$ cat config.mk
export PLATFORM = sky130hd
export DESIGN_NAME = hit_judge
export DESIGN_NICKNAME = d
export VERILOG_FILES = /design/src/rtl/game_pkg.sv /design/src/rtl/btn_debounce.sv /design/src/rtl/hit_judge.sv
export SDC_FILE = /design/constraint.sdc
export NUM_CORES = 1
export LEC_CHECK = 0
export BUFFER_PORTS_ARGS = -buffer_cell sky130_fd_sc_hd__buf_2
export CAP_MARGIN = 0
export CORE_MARGIN = 5
export CORE_UTILIZATION = 60
export DETAILED_ROUTE_END_ITERATION = 7
export PLACE_DENSITY_LB_ADDON = 0.08
export SYNTH_ARGS = -nofsm -noshare
export SYNTH_HDL_FRONTEND = slang
export SYNTH_SLANG_ARGS = --single-unit
$ cat constraint.sdc
create_clock -name clk -period 6.3 [get_ports clk]
set_clock_uncertainty 0.05 [all_clocks]
set_input_delay 0 -clock clk [delete_from_list [all_inputs] [get_ports clk]]
set_output_delay 0 -clock clk [all_outputs]
set_load 0.05 [all_outputs]
$ cat src/rtl/game_pkg.sv
// ----------------------------------------------------------------------------
// game_pkg
// Shared definitions for the rhythm-game judging path.
//   - Judge grade encoding (JDG_*), as seen on o_judge_t1/o_judge_t2.
//   - Per-track note FSM state type.
//   - Default timing/score constants. DEF_SCROLL_MS must match the scroll
//     controller's scroll period, otherwise the note windows drift.
// ----------------------------------------------------------------------------
package game_pkg;

    localparam logic [1:0] JDG_NONE    = 2'd0;
    localparam logic [1:0] JDG_PERFECT = 2'd1;
    localparam logic [1:0] JDG_GOOD    = 2'd2;
    localparam logic [1:0] JDG_MISS    = 2'd3;

    typedef enum logic [1:0] {
        ST_IDLE  = 2'd0,
        ST_ARMED = 2'd1,
        ST_DONE  = 2'd2
    } trk_state_e;

    localparam int DEF_SCROLL_MS   = 300;
    localparam int DEF_PTS_PERFECT = 100;
    localparam int DEF_PTS_GOOD    = 50;
    localparam int COMBO_MAX       = 1023;

    // A grade that scores points and extends the combo.
    function automatic logic is_hit_grade(input logic [1:0] g);
        return (g == JDG_PERFECT) || (g == JDG_GOOD);
    endfunction

endpackage

$ cat src/rtl/btn_debounce.sv
// ----------------------------------------------------------------------------
// btn_debounce
// One player button: 2-flop synchronizer, tick-based debouncer and a
// rising-edge pulse on the debounced level.
//   clk      : system clock
//   rst_n    : asynchronous active-low reset
//   i_tick   : 1 ms single-cycle strobe
//   i_btn    : raw asynchronous button, active-high
//   o_press  : one-cycle pulse when the debounced level rises
// ----------------------------------------------------------------------------
module btn_debounce #(
    parameter int DEBOUNCE_MS = 10
) (
    input  logic clk,
    input  logic rst_n,
    input  logic i_tick,
    input  logic i_btn,
    output logic o_press
);

    localparam int CNT_W = (DEBOUNCE_MS < 2) ? 1 : $clog2(DEBOUNCE_MS);
    localparam logic [CNT_W-1:0] CNT_LAST = CNT_W'(DEBOUNCE_MS - 1);

    logic [1:0]       sync_q;
    logic             level_q, level_d;
    logic             level_dly_q;
    logic [CNT_W-1:0] cnt_q, cnt_d;

    // Counts consecutive ticks on which the synchronized level differs from
    // the accepted level; any cycle of agreement restarts the count, so a
    // glitch shorter than DEBOUNCE_MS ticks is never accepted.
    always_comb begin
        level_d = level_q;
        cnt_d   = cnt_q;
        if (sync_q[1] == level_q) begin
            cnt_d = '0;
        end else if (i_tick) begin
            if (cnt_q == CNT_LAST) begin
                level_d = sync_q[1];
                cnt_d   = '0;
            end else begin
                cnt_d = cnt_q + 1'b1;
            end
        end
    end

    always_ff @(posedge clk or negedge rst_n) begin
        if (!rst_n) begin
            sync_q      <= '0;
            level_q     <= 1'b0;
            level_dly_q <= 1'b0;
            cnt_q       <= '0;
        end else begin
            sync_q      <= {sync_q[0], i_btn};
            level_q     <= level_d;
            level_dly_q <= level_q;
            cnt_q       <= cnt_d;
        end
    end

    assign o_press = level_q & ~level_dly_q;

endmodule

$ cat src/rtl/hit_judge.sv
// ----------------------------------------------------------------------------
// hit_judge
// Judging stage for the two-track rhythm game. Grades each note as
// PERFECT / GOOD / MISS, keeps score, combo and max combo, and drives the
// piezo tone pitch/enable.
//   clk, rst_n                : 50 MHz clock, asynchronous active-low reset
//   i_tick                    : 1 ms strobe
//   i_btn_t1/t2               : raw player buttons
//   i_hit_t1/t2               : high while a note occupies the judge cell
//   i_pitch_t1/t2             : pitch of the note in the judge cell
//   o_judge_t1/t2, _vld_*     : last grade per track and its update pulse
//   o_score, o_combo,
//   o_max_combo               : saturating score / combo statistics
//   o_tone_pitch, o_tone_en   : piezo drive
// ----------------------------------------------------------------------------
module hit_judge
    import game_pkg::*;
#(
    parameter int DEBOUNCE_MS = 10,
    parameter int SCROLL_MS   = DEF_SCROLL_MS,
    parameter int PERFECT_MS  = 100,
    parameter int TONE_MS     = 150,
    parameter int PTS_PERFECT = DEF_PTS_PERFECT,
    parameter int PTS_GOOD    = DEF_PTS_GOOD,
    parameter int SCORE_W     = 20
) (
    input  logic               clk,
    input  logic               rst_n,
    input  logic               i_tick,
    input  logic               i_btn_t1,
    input  logic               i_btn_t2,
    input  logic               i_hit_t1,
    input  logic               i_hit_t2,
    input  logic [31:0]        i_pitch_t1,
    input  logic [31:0]        i_pitch_t2,
    output logic [1:0]         o_judge_t1,
    output logic [1:0]         o_judge_t2,
    output logic               o_judge_vld_t1,
    output logic               o_judge_vld_t2,
    output logic [SCORE_W-1:0] o_score,
    output logic [9:0]         o_combo,
    output logic [9:0]         o_max_combo,
    output logic [31:0]        o_tone_pitch,
    output logic               o_tone_en
);

    localparam logic [8:0]  MS_LAST   = 9'(SCROLL_MS - 1);
    localparam logic [8:0]  MS_PERF   = 9'(PERFECT_MS);
    localparam int          SUM_W     = SCORE_W + 16;
    localparam int          TONE_W    = 16;
    localparam logic [TONE_W-1:0] TONE_LAST = TONE_W'(TONE_MS - 1);

    logic [1:0] btn_raw, hit_in;
    logic [1:0] grade_w [2];
    logic [1:0] judge_w [2];
    logic [1:0] grade_vld_w, judge_vld_w;
    logic [1:0] trk_hit, trk_miss;

    assign btn_raw = {i_btn_t2, i_btn_t1};
    assign hit_in  = {i_hit_t2, i_hit_t1};

    // ------------------------------------------------------------------
    // Per-track note FSM
    // ------------------------------------------------------------------
    for (genvar gi = 0; gi < 2; gi++) begin : g_trk
        trk_state_e state_q, state_d;
        logic [8:0] ms_q, ms_d;
        logic       hit_dly_q;
        logic       press, hit_rise, win_end;
        logic [1:0] grade, judge_q;
        logic       grade_vld, judge_vld_q;

        btn_debounce #(
            .DEBOUNCE_MS (DEBOUNCE_MS)
        ) u_debounce (
            .clk     (clk),
            .rst_n   (rst_n),
            .i_tick  (i_tick),
            .i_btn   (btn_raw[gi]),
            .o_press (press)
        );

        assign hit_rise = hit_in[gi] & ~hit_dly_q;
        assign win_end  = i_tick && (ms_q == MS_LAST);

        // State register
        always_ff @(posedge clk or negedge rst_n) begin
            if (!rst_n) begin
                state_q   <= ST_IDLE;
                ms_q      <= '0;
                hit_dly_q <= 1'b0;
            end else begin
                state_q   <= state_d;
                ms_q      <= ms_d;
                hit_dly_q <= hit_in[gi];
            end
        end

        // Next state. Priority: press > hit-fall > window rollover.
        always_comb begin
            state_d = state_q;
            ms_d    = ms_q;
            case (state_q)
                ST_IDLE: begin
                    ms_d = '0;
                    if (hit_rise) state_d = ST_ARMED;
                end
                ST_ARMED: begin
                    if (press) begin
                        state_d = ST_DONE;
                        // Elapsed time keeps running so DONE can detect the
                        // next adjacent note; a press on the last tick still
                        // closes the window.
                        if (i_tick) ms_d = win_end ? 9'd0 : ms_q + 1'b1;
                    end else if (!hit_in[gi]) begin
                        state_d = ST_IDLE;
                    end else if (win_end) begin
                        ms_d = '0;
                    end else if (i_tick) begin
                        ms_d = ms_q + 1'b1;
                    end
                end
                ST_DONE: begin
                    if (!hit_in[gi]) begin
                        state_d = ST_IDLE;
                    end else if (win_end) begin
                        state_d = ST_ARMED;
                        ms_d    = '0;
                    end else if (i_tick) begin
                        ms_d = ms_q + 1'b1;
                    end
                end
                default: state_d = ST_IDLE;
            endcase
        end

        // Grade decided in the same cycle as the triggering event.
        always_comb begin
            grade     = JDG_NONE;
            grade_vld = 1'b0;
            if (state_q == ST_ARMED) begin
                if (press) begin
                    grade_vld = 1'b1;
                    grade     = (ms_q < MS_PERF) ? JDG_PERFECT : JDG_GOOD;
                end else if (!hit_in[gi] || win_end) begin
                    grade_vld = 1'b1;
                    grade     = JDG_MISS;
                end
            end
        end

        always_ff @(posedge clk or negedge rst_n) begin
            if (!rst_n) begin
                judge_q     <= JDG_NONE;
                judge_vld_q <= 1'b0;
            end else begin
                judge_vld_q <= grade_vld;
                if (grade_vld) judge_q <= grade;
            end
        end

        assign grade_w[gi]     = grade;
        assign grade_vld_w[gi] = grade_vld;
        assign judge_w[gi]     = judge_q;
        assign judge_vld_w[gi] = judge_vld_q;
        assign trk_hit[gi]     = grade_vld && is_hit_grade(grade);
        assign trk_miss[gi]    = grade_vld && (grade == JDG_MISS);
    end

    assign o_judge_t1     = judge_w[0];
    assign o_judge_t2     = judge_w[1];
    assign o_judge_vld_t1 = judge_vld_w[0];
    assign o_judge_vld_t2 = judge_vld_w[1];

    // ------------------------------------------------------------------
    // Shared score / combo / tone
    // ------------------------------------------------------------------
    logic [SCORE_W-1:0] score_q, score_d;
    logic [9:0]         combo_q, combo_d, max_combo_q;
    logic [31:0]        tone_pitch_q, tone_pitch_d;
    logic               tone_en_q, tone_en_d;
    logic [TONE_W-1:0]  tone_cnt_q, tone_cnt_d;
    logic [SUM_W-1:0]   pts_sum, score_sum;
    logic [10:0]        combo_sum;

    always_comb begin
        pts_sum = '0;
        for (int i = 0; i < 2; i++) begin
            if (trk_hit[i]) begin
                pts_sum = pts_sum + ((grade_w[i] == JDG_PERFECT) ?
                          SUM_W'(PTS_PERFECT) : SUM_W'(PTS_GOOD));
            end
        end
        score_sum = SUM_W'(score_q) + pts_sum;
        score_d   = (|score_sum[SUM_W-1:SCORE_W]) ? {SCORE_W{1'b1}}
                                                  : score_sum[SCORE_W-1:0];

        combo_sum = {1'b0, combo_q} + 11'(trk_hit[0]) + 11'(trk_hit[1]);
        if (|trk_miss) begin
            combo_d = '0;                 // a miss wins even over a same-cycle hit
        end else if (combo_sum > 11'(COMBO_MAX)) begin
            combo_d = 10'(COMBO_MAX);
        end else begin
            combo_d = combo_sum[9:0];
        end

        tone_pitch_d = tone_pitch_q;
        tone_en_d    = tone_en_q;
        tone_cnt_d   = tone_cnt_q;
        if (|trk_hit) begin
            tone_pitch_d = trk_hit[0] ? i_pitch_t1 : i_pitch_t2;
            tone_en_d    = 1'b1;
            tone_cnt_d   = '0;
        end else if (tone_en_q && i_tick) begin
            if (tone_cnt_q == TONE_LAST) begin
                tone_en_d  = 1'b0;
                tone_cnt_d = '0;
            end else begin
                tone_cnt_d = tone_cnt_q + 1'b1;
            end
        end
    end

    always_ff @(posedge clk or negedge rst_n) begin
        if (!rst_n) begin
            score_q      <= '0;
            combo_q      <= '0;
            max_combo_q  <= '0;
            tone_pitch_q <= '0;
            tone_en_q    <= 1'b0;
            tone_cnt_q   <= '0;
        end else begin
            score_q      <= score_d;
            combo_q      <= combo_d;
            // Follows the registered combo, hence one cycle behind it.
            if (combo_q > max_combo_q) max_combo_q <= combo_q;
            tone_pitch_q <= tone_pitch_d;
            tone_en_q    <= tone_en_d;
            tone_cnt_q   <= tone_cnt_d;
        end
    end

    assign o_score      = score_q;
    assign o_combo      = combo_q;
    assign o_max_combo  = max_combo_q;
    assign o_tone_pitch = tone_pitch_q;
    assign o_tone_en    = tone_en_q;

endmodule

==> results.py, run 1 <==
metrics = {
    "synthesis": {
        "ys_seq_area_share_pct": 45.8,
        "synth_seq_cells": 135,
        "yosysMostFrequentCell": "dfrtp_1",
        "ys_top_cells_by_count": "135 x dfrtp_1, 115 x nand2_1, 69 x nor2_1, 50 x a31oi_1, 44 x a21oi_1",
        "synth_area_per_cell_um2": 9.27,
        "synth_ff_type": "dfrtp_1",
        "syn_area_um2": 7370,
        "synth_cells": 795,
        "synth_cell_types": 67,
        "yosysWarnings": 0,
        "synth-async-reset-ratio_pct": 100,
        "synth_nets": 906,
        "synth_edf_count": 0,
        "synth.area.top_cells": "dfrtp_1 46%, ha_1 6.3%, nand2_1 5.9%",
        "synth_top_area_share_pct": 45.8,
        "yosysTopAreaCell": "dfrtp_1",
    },
    "place": {
        "hpwlAfterDp_mm": 13.1,
        "dp_slack_ps": 1830,
        "gp_congestion": 0.885,
        "port_buffers": 149,
    },
    "setup_path": {
        "critical_path.top_delay_family": "adder cells",
        "worst-r2r-setup-slack_ps": 1800,
        "crit_top_cell": "ha_1",
        "crit_type": "flip-flop to flip-flop",
        "slowest_stage": "buf_4",
        "r2r_end": "o_score[4]",
        "critPathArrivalTime_ps": 4740,
        "endpoint_kind": "flip-flop",
        "cp.depth": 16,
        "crit_start": "g_trk[0].state_q[1]",
        "r2r-start": "g_trk[0].state_q[1]",
        "required_ps": 6540,
        "timing.critical_path.to": "o_score[4]",
        "cp_num_buf_inv": 4,
        "r2r_cells": 16,
        "cp-start-kind": "flip-flop",
        "cp_cell_sequence": "inv_1, ha_1, and3b_1, inv_2, buf_4, nor2_1, ha_1, inv_1, fa_1, o21ai_0, ha_1, a21oi_1, o22ai_1, o21ba_2, nand3_1, nand2_1",
        "critPathMaxFanout": 71,
        "cpPeakStageDelay_ps": 560,
    },
    "clock_tree": {
        "htreeDepth": 4,
        "root_buffer": "clkbuf_16",
        "clk_latency_ps": 430,
        "cts_tree": "yes",
        "clock_sinks": 135,
        "cts_max_path_buffers": 2,
        "cts_setup_buffers": 0,
        "clkTransAtPathRegs_ps": 60,
        "cts_made_buffers": 17,
    },
    "floorplanning": {
        "die_h_um": 121,
        "dieArea_um2": 14600,
        "fp.dieW_um": 121,
        "core_um2": 12000,
        "start_util_pct": 61.3,
        "num_rows": 40,
        "io_pins": 150,
    },
    "route": {
        "vias": 7014,
        "routed_via_density": 6.01,
        "ant_nets": 0,
        "routedWlPerCell_um": 17.7,
        "firstDrtPassIters": 7,
        "drcViolationCount": 0,
        "drt_iter0_drc": 583,
        "routed_wirelength_mm": 20.6,
    },
    "min_path": {
        "min_path_type": "input pin to asynchronous set/reset pin",
    },
    "layout": {
        "nNetsFinal": 1118,
        "n_antenna_cell": 0,
        "syn_to_final_growth_pct": 29.6,
        "drive_gt1_share_pct": 21.2,
        "nFillCells": 738,
    },
    "sta": {
        "setup-violations-final": 0,
        "period_share_pct": 71.5,
        "setup_tns_ps": 0,
        "slew_violations": 0,
        "layout_setup_ws_ps": 1800,
        "grt_setup_unrepaired": "false",
        "finalHoldViolations": 0,
        "tightest_slew_ps": 1020,
        "clock.fmax_mhz": 222,
        "period_needed_ps": 4500,
        "maxSlewHeadroom_pct": 32.0,
    },
    "job": {
        "max-cap-violations": 0,
    },
    "pwr": {
        "totalPowerFinal_mw": 2.48,
        "power_leakage_nw": 4.70,
        "p_per_area_nw_per_um2": 260,
        "ir_worst_vdd_mv": 0.199,
    },
    "global_route": {
        "grt_max_degree": 83,
        "grt_pass1_wl_mm": 33.6,
        "grt_pass1_vias": 6989,
        "antenna_found_initial": 0,
        "grtUsageTotal_pct": 28.8,
        "grt_overflow": 0,
    },
    "run_status": {
        "outcome": "finished clean",
    },
}
area by class of cell:
class,instances,area (um^2),share of cell area [%]
Clock buffer,23,478,5.01
Clock inverter,9,170,1.78
Inverter,44,165,1.73
Multi-Input combinational cell,586,3690,38.6
Sequential cell,135,3380,35.4
Tap cell,147,184,1.93
Timing Repair Buffer,223,1480,15.5
metrics by stage:
stage	instances	util (%)	area, um^2	hold slack (ps)
global route	1167	79.5	9550	84.1
floorplan	795	-	7370	-346
global placement	1065	68.3	8200	-70.6
finish	1167	79.5	9550	29.7
CTS	1167	79.5	9550	50.2
detailed placement	1065	68.3	8200	-67.2
routing by layer:
| metal | wire, um | GRT usage (%) |
|---|---|---|
| met4 | 865 | 13.0 |
| met3 | 1200 | 7.58 |
| met1 | 8520 | 35.2 |
| met5 | 0 | 0 |
| met2 | 10000 | 47.9 |
worst reg2reg max path: stages, from the launching register on:
cell and delay (ps):
dfrtp_1 430, inv_1 90, ha_1 230, and3b_1 310, inv_2 110, buf_4 560, nor2_1 130, ha_1 230
inv_1 70, fa_1 390, o21ai_0 310, ha_1 300, a21oi_1 200, o22ai_1 170, o21ba_2 300, nand3_1 370
nand2_1 120
where the power goes:
part           leakage (nW)  switching (mW)  total (mW)  internal, mW
sequential             1.70          0.0500       0.967         0.917
combinational          2.67           0.267       0.427         0.159
clock                 0.321           0.358        1.09         0.730
total                  4.70           0.676        2.48          1.81
how the worst min path moves through the flow:
| stage | to | start | slack [ps] |
|---|---|---|---|
| 6_report | tone_cnt_q[7] | rst_n | 30 |
| 5_1_grt | tone_cnt_q[8] | rst_n | 80 |
| 4_1_cts | g_trk[1].ms_q[7] | rst_n | 50 |
| 3_5_place_dp | tone_cnt_q[8] | rst_n | -70 |
| 3_3_place_gp | tone_cnt_q[9] | rst_n | -70 |
| 2_1_floorplan | g_trk[0].hit_dly_q | rst_n | -350 |
what timing repair did:
item / in CTS / in global routing
hold buffers: 70 / 0
endpoints found under the hold margin: 92 / 0
endpoints found under the setup margin: 0 / 0
resized for setup: 0 / 0
state kept, by name, indices dropped and copies added (netlist names), 4 cells and up:
name                     flops
o_tone_pitch                32
o_score                     20
g_trk.ms_q                  18
tone_cnt_q                  16
o_combo                     10
o_max_combo                 10
g_trk.u_debounce.cnt_q       8
g_trk.state_q                4
g_trk.u_debounce.sync_q      4
placed cells by master, fill, tap and decap left out, types with 5 or more instances in the layout:
| cell type | Yosys | layout |
|---|---|---|
| dlygate4sd3_1 | 0 | 70 |
| o22ai_1 | 6 | 6 |
| inv_1 | 42 | 42 |
| nor3_1 | 12 | 12 |
| nand3_1 | 24 | 24 |
| a31oi_1 | 50 | 50 |
| nor3b_1 | 9 | 9 |
| buf_2 | 9 | 148 |
| a21oi_1 | 44 | 44 |
| bufinv_16 | 0 | 5 |
| o21ai_0 | 35 | 35 |
| a21o_1 | 12 | 12 |
| or3_1 | 6 | 6 |
| nand2b_1 | 15 | 15 |
| dfrtp_1 | 135 | 135 |
| o21a_1 | 5 | 5 |
| ha_1 | 37 | 37 |
| nor2_1 | 69 | 69 |
| mux2_2 | 18 | 18 |
| nand2_1 | 115 | 115 |
| a22o_1 | 8 | 8 |
| nand4_1 | 8 | 8 |
| xnor2_1 | 9 | 9 |
| nor4_1 | 8 | 8 |
| o31ai_1 | 7 | 7 |
| nor2b_1 | 8 | 8 |
| clkbuf_16 | 0 | 17 |
| xor2_1 | 8 | 8 |
| and3_1 | 14 | 14 |
kinds of logic (layout without fill, tap and decap cells):
| family | after synthesis | in the layout | synth area share, % |
|---|---|---|---|
| buffers and inverters | 74 | 299 | 4.09 |
| flip-flops | 135 | 135 | 45.8 |
| adder cells (fa/ha/maj) | 40 | 40 | 7.10 |
| XOR/XNOR | 17 | 17 | 2.02 |
| AND/OR/NAND/NOR | 311 | 311 | 20.3 |
| multiplexers | 23 | 23 | 3.46 |
| AO/OA/AOI/OAI | 195 | 195 | 17.1 |
Note: power is estimated with default switching activity, not from simulation.
==> run 2, diff against run 1 <==
--- a/config.mk
+++ b/config.mk
@@ -8,7 +8,7 @@
 export BUFFER_PORTS_ARGS = -buffer_cell sky130_fd_sc_hd__buf_2
 export CAP_MARGIN = 0
 export CORE_MARGIN = 5
-export CORE_UTILIZATION = 60
+export CORE_UTILIZATION = 50
 export DETAILED_ROUTE_END_ITERATION = 7
 export PLACE_DENSITY_LB_ADDON = 0.08
 export SYNTH_ARGS = -nofsm -noshare
==> constraint.sdc (replaced) <==
create_clock -name clk -period 3.9 [get_ports clk]
set_clock_uncertainty 0.05 [all_clocks]
set_input_delay 0 -clock clk [delete_from_list [all_inputs] [get_ports clk]]
set_output_delay 0 -clock clk [all_outputs]
set_load 0.05 [all_outputs]
==> run 2 against run 1 <==
Clock power is 52% higher. Utilization decreased by 13 points. First-iteration DRC count decreased by 20%. Wire length down 3.8%. Register-to-register slack lost 1600 ps. Die area rose by 18%. Total power up 57%. Critical endpoint is now o_score[14]. Sequential share of layout area is 0.27 points lower.
==> results.py, run 2 (synthesized netlist as in run 1, its figures left out) <==
metrics = {
    "floorplanning": {
        "die_h_um": 131,
        "dieArea_um2": 17300,
        "num_rows": 44,
        "start_util_pct": 50.9,
        "fp.dieW_um": 131,
        "io_pins": 150,
        "core_um2": 14500,
    },
    "setup_path": {
        "r2r-start": "g_trk[1].ms_q[2]",
        "cp-start-kind": "flip-flop",
        "endpoint_kind": "flip-flop",
        "r2r_cells": 14,
        "critPathArrivalTime_ps": 3940,
        "critPathMaxFanout": 8,
        "r2r_end": "o_score[14]",
        "crit_type": "flip-flop to flip-flop",
        "worst-r2r-setup-slack_ps": 210,
        "required_ps": 4160,
    },
    "sta": {
        "setup_tns_ps": 0,
        "period_needed_ps": 3690,
        "clock.fmax_mhz": 271,
        "layout_setup_ws_ps": 213,
        "finalHoldViolations": 0,
        "holdWs_ps": 140,
        "grt_setup_unrepaired": "false",
        "period_share_pct": 94.5,
        "maxSlewHeadroom_pct": 50.1,
        "setup-violations-final": 0,
        "tightest_slew_ps": 741,
        "slew_violations": 0,
    },
    "pwr": {
        "seq_power_share_pct": 39.9,
        "clkPwrFrac_pct": 42.4,
        "combPwrFrac_pct": 17.7,
        "ir_worst_vdd_mv": 0.339,
        "p_int_mw": 2.80,
        "p_switching_mw": 1.11,
        "switching_share_pct": 28.4,
        "totalPowerFinal_mw": 3.91,
        "p_per_area_nw_per_um2": 406,
        "power_leakage_nw": 4.70,
    },
    "layout": {
        "syn_to_final_growth_pct": 30.5,
        "drive_gt1_share_pct": 22.2,
        "layout_common_cells": "148 x buf_2, 135 x dfrtp_1, 115 x nand2_1",
        "utilization_pct": 66.4,
        "largest_reg_flops": 32,
        "nNetsFinal": 1122,
        "layout_commonest_cell": "buf_2",
        "nFillCells": 1144,
    },
    "global_route": {
        "busiest_layer": "met2",
        "grt_pass1_wl_mm": 33.2,
        "met1_usage_pct": 28.7,
        "grtUsageTotal_pct": 22.9,
        "met2_usage_pct": 38.8,
        "grt_max_degree": 81,
        "grt_overflow": 0,
        "antenna_found_initial": 1,
        "grt_pass1_vias": 6947,
        "grtUsageMet3_pct": 5.16,
    },
    "route": {
        "routed_via_density": 5.63,
        "firstDrtPassIters": 5,
        "routed_wirelength_mm": 19.8,
        "drcViolationCount": 0,
        "ant_nets": 0,
        "routedWlPerCell_um": 16.4,
        "vias": 6813,
        "drt_iter0_drc": 467,
    },
    "clock_tree": {
        "root_buffer": "clkbuf_16",
        "clkTransAtPathRegs_ps": 60,
        "cts_max_path_buffers": 2,
        "htreeDepth": 4,
        "cts_setup_buffers": 0,
        "cts_tree": "yes",
        "cts_made_buffers": 17,
        "clk_latency_ps": 420,
        "clock_sinks": 135,
    },
    "place": {
        "gp_congestion": 0.857,
        "dp_slack_ps": 50.5,
        "hpwlAfterDp_mm": 13.5,
        "port_buffers": 149,
    },
    "run_status": {
        "outcome": "finished clean",
    },
    "min_path": {
        "min_path_type": "input pin to asynchronous set/reset pin",
    },
    "job": {
        "max-cap-violations": 0,
    },
}
[run 2: layer usage]
metal  up-vias  routed length, um  part of all wire (%)
li1       3265                  -                     -
met3        39                909                   4.6
met4         0                461                   2.3
met5         -                  0                     0
met2       167               9820                    50
met1      3342               8650                    44
[run 2: what timing repair did]
| action | CTS | global route |
|---|---|---|
| hold endpoints to repair | 117 | 0 |
| hold buffers | 70 | 0 |
| resized for setup | 0 | 5 |
| setup endpoints to repair | 0 | 17 |
[run 2: per-stage QoR]
step                instance area (um^2)  cells
finish                              9620   1210
global route                        9620   1209
CTS                                 9590   1208
detailed placement                  8270   1106
global placement                    8270   1106
floorplan                           7370    795
[run 2: power groups by stage]
| stage | Clock (mW) | Combinational (mW) | Sequential (mW) |
|---|---|---|---|
| 2_1_floorplan | 0 | 0.325 | 1.68 |
| 3_3_place_gp | 0 | 0.619 | 1.58 |
| 3_5_place_dp | 0 | 0.634 | 1.58 |
| 4_1_cts | 1.68 | 0.692 | 1.56 |
| 5_1_grt | 1.74 | 0.761 | 1.57 |
| 6_report | 1.66 | 0.692 | 1.56 |
[run 2: final cells by class]
cell class | instances | area, um^2 | area share (%)
clock buffer | 20 | 467 | 4.85
clock inverter | 12 | 150 | 1.56
tap | 184 | 230 | 2.39
antenna | 2 | 5.00 | 0.0520
timing repair buffer | 227 | 1520 | 15.8
inverter | 44 | 165 | 1.72
multi-input combinational | 586 | 3710 | 38.5
sequential | 135 | 3380 | 35.1
[run 2: worst max path at each step]
stage                         from     endpoint  slack (ps)  depth (start not counted)
2_1_floorplan  g_trk[1].state_q[1]  o_score[14]          80                         17
3_3_place_gp      g_trk[1].ms_q[2]   o_score[7]         190                         14
3_5_place_dp      g_trk[1].ms_q[2]   o_score[6]          50                         14
4_1_cts           g_trk[1].ms_q[2]   o_score[3]          70                         14
5_1_grt        g_trk[1].state_q[1]  o_score[12]           4                         15
6_report          g_trk[1].ms_q[2]  o_score[14]         210                         14
[run 2: worst max-delay path, stage by stage, from the launching register on]
cell and delay, ps:
dfrtp_1 430, or2_1 280, nor2_1 90, o21ai_0 110, or2_2 350, ha_1 240, inv_1 70, fa_1 420
o21ai_2 190, ha_1 250, a21oi_1 190, o22ai_1 170, o21ba_2 300, nand3_1 100, mux2_2 320
